**src/rtl/ddr_arb_pkg.sv**
```systemverilog
// ============================================================================
// Module   : ddr_arb_pkg
// Brief    : Shared types and widths for the DDR command-port arbiter.
// Revision : 1.0 - initial release
// ============================================================================
`default_nettype none

package ddr_arb_pkg;

    localparam int DDR_BANK_W = 2;
    localparam int DDR_ADDR_W = 13;
    localparam int DDR_DATA_W = 16;

    localparam logic [DDR_DATA_W-1:0] TIMEOUT_DATA = 16'hDEAD;

    typedef enum logic [2:0] {
        IDLE  = 3'd0,
        GRANT = 3'd1,
        ISSUE = 3'd2,
        WAIT  = 3'd3,
        RESP  = 3'd4
    } arb_state_t;

endpackage

`default_nettype wire

```
**src/rtl/ddr_rr_select.sv**
```systemverilog
// ============================================================================
// Module   : ddr_rr_select
// Brief    : Combinational round-robin pick starting at i_ptr, wrapping.
// Revision : 1.0 - initial release
// ============================================================================
`default_nettype none

module ddr_rr_select #(
    parameter int NUM_REQ = 2,
    parameter int PTR_W   = 1
) (
    input  logic [NUM_REQ-1:0] i_valid,
    input  logic [PTR_W-1:0]   i_ptr,
    output logic [NUM_REQ-1:0] o_grant,
    output logic [PTR_W-1:0]   o_idx,
    output logic               o_any
);

    always_comb begin
        o_grant = '0;
        o_idx   = '0;
        o_any   = 1'b0;
        for (int k = 0; k < NUM_REQ; k++) begin
            int j;
            j = int'(i_ptr) + k;
            if (j >= NUM_REQ) begin
                j = j - NUM_REQ;
            end
            if (!o_any && i_valid[j]) begin
                o_any      = 1'b1;
                o_grant[j] = 1'b1;
                o_idx      = PTR_W'(j);
            end
        end
    end

endmodule

`default_nettype wire

```
**src/rtl/ddr_port_arbiter.sv**
```systemverilog
// ============================================================================
// Module   : ddr_port_arbiter
// Brief    : Round-robin sharing of the DDR command port, one transaction in
//            flight. Optional WAIT timeout enabled by DDR_ARB_TIMEOUT_EN.
// Revision : 1.0 - initial release
// ============================================================================
`default_nettype none

module ddr_port_arbiter
    import ddr_arb_pkg::*;
#(
    parameter int NUM_REQ     = 2,
    parameter int TIMEOUT_CYC = 1024
) (
    input  logic                         Clk,
    input  logic                         Rst_n,
    input  logic                         DDR_Ready,
    input  logic                         DDR_WrReady,
    input  logic                         DDR_RdReady,
    input  logic [DDR_DATA_W-1:0]        DDR_RdData,
    output logic                         DDR_WrStart,
    output logic                         DDR_RdStart,
    output logic [DDR_BANK_W-1:0]        DDR_WrBank,
    output logic [DDR_BANK_W-1:0]        DDR_RdBank,
    output logic [DDR_ADDR_W-1:0]        DDR_WrAddr,
    output logic [DDR_ADDR_W-1:0]        DDR_RdAddr,
    output logic [DDR_DATA_W-1:0]        DDR_WrData,
    input  logic [NUM_REQ-1:0]           Req_Valid,
    input  logic [NUM_REQ-1:0]           Req_Write,
    input  logic [DDR_BANK_W*NUM_REQ-1:0] Req_Bank,
    input  logic [DDR_ADDR_W*NUM_REQ-1:0] Req_Addr,
    input  logic [DDR_DATA_W*NUM_REQ-1:0] Req_WData,
    output logic [NUM_REQ-1:0]           Req_Ack,
    output logic [NUM_REQ-1:0]           Resp_Done,
    output logic [DDR_DATA_W-1:0]        Resp_RData,
    output logic                         Busy,
    output logic                         Err_Timeout
);

    localparam int PTR_W = (NUM_REQ > 1) ? $clog2(NUM_REQ) : 1;

    arb_state_t              r_state;
    logic [PTR_W-1:0]        r_ptr;
    logic [PTR_W-1:0]        r_win_idx;
    logic [NUM_REQ-1:0]      r_win_oh;
    logic                    r_is_write;
    logic [DDR_BANK_W-1:0]   r_cmd_bank;
    logic [DDR_ADDR_W-1:0]   r_cmd_addr;
    logic [DDR_DATA_W-1:0]   r_cmd_data;
    logic                    r_wr_q;
    logic                    r_rd_q;

    logic [NUM_REQ-1:0]      w_grant;
    logic [PTR_W-1:0]        w_idx;
    logic                    w_any;
    logic                    w_done_edge;
    logic [PTR_W-1:0]        w_next_ptr;

    ddr_rr_select #(
        .NUM_REQ (NUM_REQ),
        .PTR_W   (PTR_W)
    ) u_rr_select (
        .i_valid (Req_Valid),
        .i_ptr   (r_ptr),
        .o_grant (w_grant),
        .o_idx   (w_idx),
        .o_any   (w_any)
    );

    // Only the edge of the type we issued counts as completion.
    assign w_done_edge = r_is_write ? (DDR_WrReady & ~r_wr_q)
                                    : (DDR_RdReady & ~r_rd_q);
    assign w_next_ptr  = (r_win_idx == PTR_W'(NUM_REQ - 1)) ? '0
                                                            : r_win_idx + PTR_W'(1);
    assign Busy        = (r_state != IDLE);

`ifdef DDR_ARB_TIMEOUT_EN
    localparam logic [15:0] c_timeout_last = 16'(TIMEOUT_CYC - 1);
    logic [15:0] r_wait_cnt;
    logic        r_err_timeout;
    assign Err_Timeout = r_err_timeout;
`else
    assign Err_Timeout = 1'b0;
`endif

    always_ff @(posedge Clk) begin
        if (!Rst_n) begin
            r_state     <= IDLE;
            r_ptr       <= '0;
            r_win_idx   <= '0;
            r_win_oh    <= '0;
            r_is_write  <= 1'b0;
            r_cmd_bank  <= '0;
            r_cmd_addr  <= '0;
            r_cmd_data  <= '0;
            r_wr_q      <= DDR_WrReady;
            r_rd_q      <= DDR_RdReady;
            DDR_WrStart <= 1'b0;
            DDR_RdStart <= 1'b0;
            DDR_WrBank  <= '0;
            DDR_RdBank  <= '0;
            DDR_WrAddr  <= '0;
            DDR_RdAddr  <= '0;
            DDR_WrData  <= '0;
            Req_Ack     <= '0;
            Resp_Done   <= '0;
            Resp_RData  <= '0;
`ifdef DDR_ARB_TIMEOUT_EN
            r_wait_cnt    <= '0;
            r_err_timeout <= 1'b0;
`endif
        end else begin
            r_wr_q      <= DDR_WrReady;
            r_rd_q      <= DDR_RdReady;
            DDR_WrStart <= 1'b0;
            DDR_RdStart <= 1'b0;
            Req_Ack     <= '0;
            Resp_Done   <= '0;

            case (r_state)
                IDLE: begin
                    if (DDR_Ready && w_any) begin
                        r_win_idx  <= w_idx;
                        r_win_oh   <= w_grant;
                        Req_Ack    <= w_grant;
                        r_is_write <= Req_Write[w_idx];
                        r_cmd_bank <= Req_Bank[DDR_BANK_W*int'(w_idx) +: DDR_BANK_W];
                        r_cmd_addr <= Req_Addr[DDR_ADDR_W*int'(w_idx) +: DDR_ADDR_W];
                        r_cmd_data <= Req_WData[DDR_DATA_W*int'(w_idx) +: DDR_DATA_W];
                        r_state    <= GRANT;
                    end
                end

                GRANT: begin
                    if (r_is_write) begin
                        DDR_WrStart <= 1'b1;
                        DDR_WrBank  <= r_cmd_bank;
                        DDR_WrAddr  <= r_cmd_addr;
                        DDR_WrData  <= r_cmd_data;
                    end else begin
                        DDR_RdStart <= 1'b1;
                        DDR_RdBank  <= r_cmd_bank;
                        DDR_RdAddr  <= r_cmd_addr;
                    end
                    r_state <= ISSUE;
                end

                ISSUE: begin
`ifdef DDR_ARB_TIMEOUT_EN
                    r_wait_cnt <= '0;
`endif
                    r_state <= WAIT;
                end

                WAIT: begin
                    if (w_done_edge) begin
                        Resp_Done <= r_win_oh;
                        if (!r_is_write) begin
                            Resp_RData <= DDR_RdData;
                        end
                        r_state <= RESP;
                    end
`ifdef DDR_ARB_TIMEOUT_EN
                    else if (r_wait_cnt == c_timeout_last) begin
                        Resp_Done     <= r_win_oh;
                        Resp_RData    <= TIMEOUT_DATA;
                        r_err_timeout <= 1'b1;
                        r_state       <= RESP;
                    end else begin
                        r_wait_cnt <= r_wait_cnt + 16'd1;
                    end
`endif
                end

                RESP: begin
                    r_ptr   <= w_next_ptr;
                    r_state <= IDLE;
                end

                default: r_state <= IDLE;
            endcase
        end
    end

endmodule

`default_nettype wire

```
**config.mk**
```make
export PLATFORM = sky130hd
export DESIGN_NAME = ddr_port_arbiter
export DESIGN_NICKNAME = d
export VERILOG_FILES = /design/src/rtl/ddr_arb_pkg.sv /design/src/rtl/ddr_rr_select.sv /design/src/rtl/ddr_port_arbiter.sv
export SDC_FILE = /design/constraint.sdc
export NUM_CORES = 1
export LEC_CHECK = 0
export CAP_MARGIN = 20
export CORE_MARGIN = 4
export CORE_UTILIZATION = 48
export CTS_CLUSTER_DIAMETER = 80
export DETAILED_ROUTE_END_ITERATION = 8
export PLACE_DENSITY = 0.87
export RECOVER_POWER = 50
export SETUP_SLACK_MARGIN = 0.05
export SYNTH_ARGS = -nofsm -noshare
export SYNTH_HDL_FRONTEND = slang
export SYNTH_HIERARCHICAL = 1
export SYNTH_SLANG_ARGS = --single-unit
```
**constraint.sdc**
```tcl
create_clock -name Clk -period 3.3 [get_ports Clk]
set_input_delay 0.99 -clock Clk [delete_from_list [all_inputs] [get_ports Clk]]
set_output_delay 0.99 -clock Clk [all_outputs]
set_load 0.005 [all_outputs]
```
==> run metrics <==
Required @ worst endpoint=3.51 ns; total gr overflow=0; Pint=between 1.5 and 2 mW; Worst VDD drop=~0.3 mV; Die W=just over 100 um; post-synthesis instance total=about 440; CP max FO=32; starting density of the core=0.497; CTS buffer count=9; Critical Path Max Stage Delay=between 0.7 and 0.8 ns; GP Congestion=around 0.83; gr usage total=0.204; clock latency on the worst-skew pair=0.36 ns; largest net degree at the start of global routing=50; sequential fraction of the synthesis area=0.498; Max-Cap Viols=0; max-slew violations=0; Hold Path Class=flop to flop; Clock Skews=~0.015 ns; Worst-Margin Slew=approximately 1.1 ns; hold_ws=0.461 ns; setup repair bufs after CTS=0; DRT iter0 DRCs=130; Max Buffers Root-to-Sink=2; sequential share of power=0.539; number of global-route vias before repair=approximately 3.8k; DRT antenna net count=0; CP delay by family, top=simple AND/OR/NAND/NOR gates; post-cts gate resize count=0; Sink Count=109; # port buffers=roughly 160; # hold bufs at CTS=0; Via-to-Cell Ratio=between 5 and 6; worst path cell trace=dlygate4sd3_1 > or2_0 > nand3_1 > or2_2 > o2bb2ai_1; Clock power frac=0.322; Psw=between 0.6 and 0.7 mW; initial antenna violation count=1; CTS tree=built; Comb pwr share=0.139; Area Overhead vs Synth=41.1%; setup_tns=0 ns; Post-Syn Area=approximately 4400 um^2; fillers=662; site row count=34; Worst Path Buf+Inv=1; worst path arrival time=about 3.0 ns; Die Y=104 um; Synth top area share=0.498; DRC violations left=0; Final setup viols=0; Synth Register Bits=about 110; f_max=0.361 GHz; Critical Path Sink Type=flop; Core Area=8810 um^2; vias=3586; Pleak=around 2.2 nW; Synth Net Count=approximately 520; post-synthesis cell type count=36; number of synthesis warnings=6; Sw Ratio=0.263; nets@finish=between 600 and 700; Synth area leader=dfxtp_1; Period Utilization, post-route=0.839; Hold Vio Cnt, Final=0; H-tree levels=3; HPWL after detailed placement=~8000 um; share of layout cells above drive strength 1=0.103; Root Buffer=clkbuf_8; Crit Path Class=input port to flop; num ports=157; min cycle time layout=approximately 2.8 ns; Avg Cell Area, Syn=10.0 um^2; first-pass GRT wire length=between 15000 and 20000 um; WL per Instance=15.8 um; RSZ-0062 raised after global routing=no; final WL=~11000 um; Reg clk slew, reported paths=around 0.11 ns; Worst path slowest cell=or2_2; startpoint types=input port; pwr dens=approximately 430 nW/um^2; 1st-pass router iterations=6; status=complete, no violations; main area contributors after synthesis=dfxtp_1 50%, mux2i_1 11%, nand2_1 11%; worst rel slew slack=0.254; total die area=between 10000 and 15000 um^2
## worst min-delay path: stages, from the launching register on
cell	delay (ns)
dfxtp_1	0.32
nand2_1	0.05
a21oi_1	0.05
## state kept, by name, indices dropped and copies added, names as in the netlist, 2 cells and up
signal,flops
DDR_WrBank,2
r_cmd_data,16
r_cmd_bank,2
Resp_RData,16
Resp_Done,2
DDR_RdAddr,13
Req_Ack,2
r_cmd_addr,13
r_state,3
DDR_WrData,16
r_win_oh,2
DDR_WrAddr,13
DDR_RdBank,2
## power by group through the flow
stage	combinational [mW]	sequential (mW)	clock [mW]
6_report	0.367	1.42	0.848
5_1_grt	0.396	1.43	0.930
4_1_cts	0.374	1.42	0.871
2_1_floorplan	0.213	1.43	0
3_3_place_gp	0.362	1.45	0
3_5_place_dp	0.373	1.45	0
## final timing paths
path	start	endpoint	slack, ns	cells past startpoint
worst max-delay path	Req_Valid[0]	r_cmd_data[15]	0.53	5
worst min-delay path	DDR_WrData[1]	DDR_WrData[1]	0.46	2
worst max register to register	r_is_write	DDR_WrData[2]	1.19	4
worst min register to register	DDR_WrData[1]	DDR_WrData[1]	0.46	2
## through the flow
step	setup WS (ns)	utilization	cells	instance area [um^2]	total power [mW]
global placement	0.365	0.678	672	5970	1.81
global route	0.415	0.701	689	6180	2.76
CTS	0.606	0.702	688	6180	2.66
detailed placement	0.292	0.678	672	5970	1.82
floorplan	1.02	-	436	4380	1.64
finish	0.533	0.701	689	6180	2.63
## placed cells by master, fill, tap and decap left out, drive strengths merged, types with 3 or more instances in the layout
master	count
clkdlybuf4s50	136
nand2	125
dfxtp	109
a21oi	48
mux2i	48
o2bb2ai	32
dlygate4sd3	19
clkbuf	11
buf	6
inv	6
nor2	5
a22o	3
nor4b	3
a21boi	3
## Yosys cell counts, drive strengths merged
master / n
clkbuf: 16
nor4: 1
clkinv: 1
o21a: 2
a41o: 1
a21oi: 48
nand2b: 2
inv: 2
dfxtp: 109
mux2i: 48
a41oi: 1
or4b: 1
conb: 1
o31ai: 1
a22o: 3
nand3b: 2
nor3: 2
or3: 1
nand4bb: 1
a21boi: 3
nor4b: 3
or2: 2
and2: 2
nor2: 5
and4bb: 1
o2bb2ai: 32
buf: 19
nand2: 125
nand3: 1
## logic make-up after synthesis
| logic type | Yosys count | share of synthesized area |
|---|---|---|
| muxes | 48 | 0.110 |
| buffers and inverters | 38 | 0.0466 |
| and+or+nand+nor | 149 | 0.152 |
| other | 1 | 0.000856 |
| DFF | 109 | 0.498 |
| AOI/OAI and AO/OA | 91 | 0.193 |
## layer usage
layer | global-route usage | up-vias | share of wire
li1 | - | 1769 | -
met1 | 0.245 | 1675 | 0.43
met2 | 0.353 | 133 | 0.48
met3 | 0.0709 | 9 | 0.089
met4 | 0.0484 | 0 | 0.0073
met5 | 0 | - | 0
## layout make-up
class                      count  area (um^2)  share of cell area
antenna                        1         2.50            0.000405
clock buffer                   9          124              0.0201
clock inverter                 7         88.8              0.0144
inverter                       3         11.3             0.00182
multi-input combinational    289         2020               0.326
sequential                   109         2180               0.353
tap                          108          135              0.0219
timing repair buffer         163         1620               0.262
(Power assumes the default switching activity.)
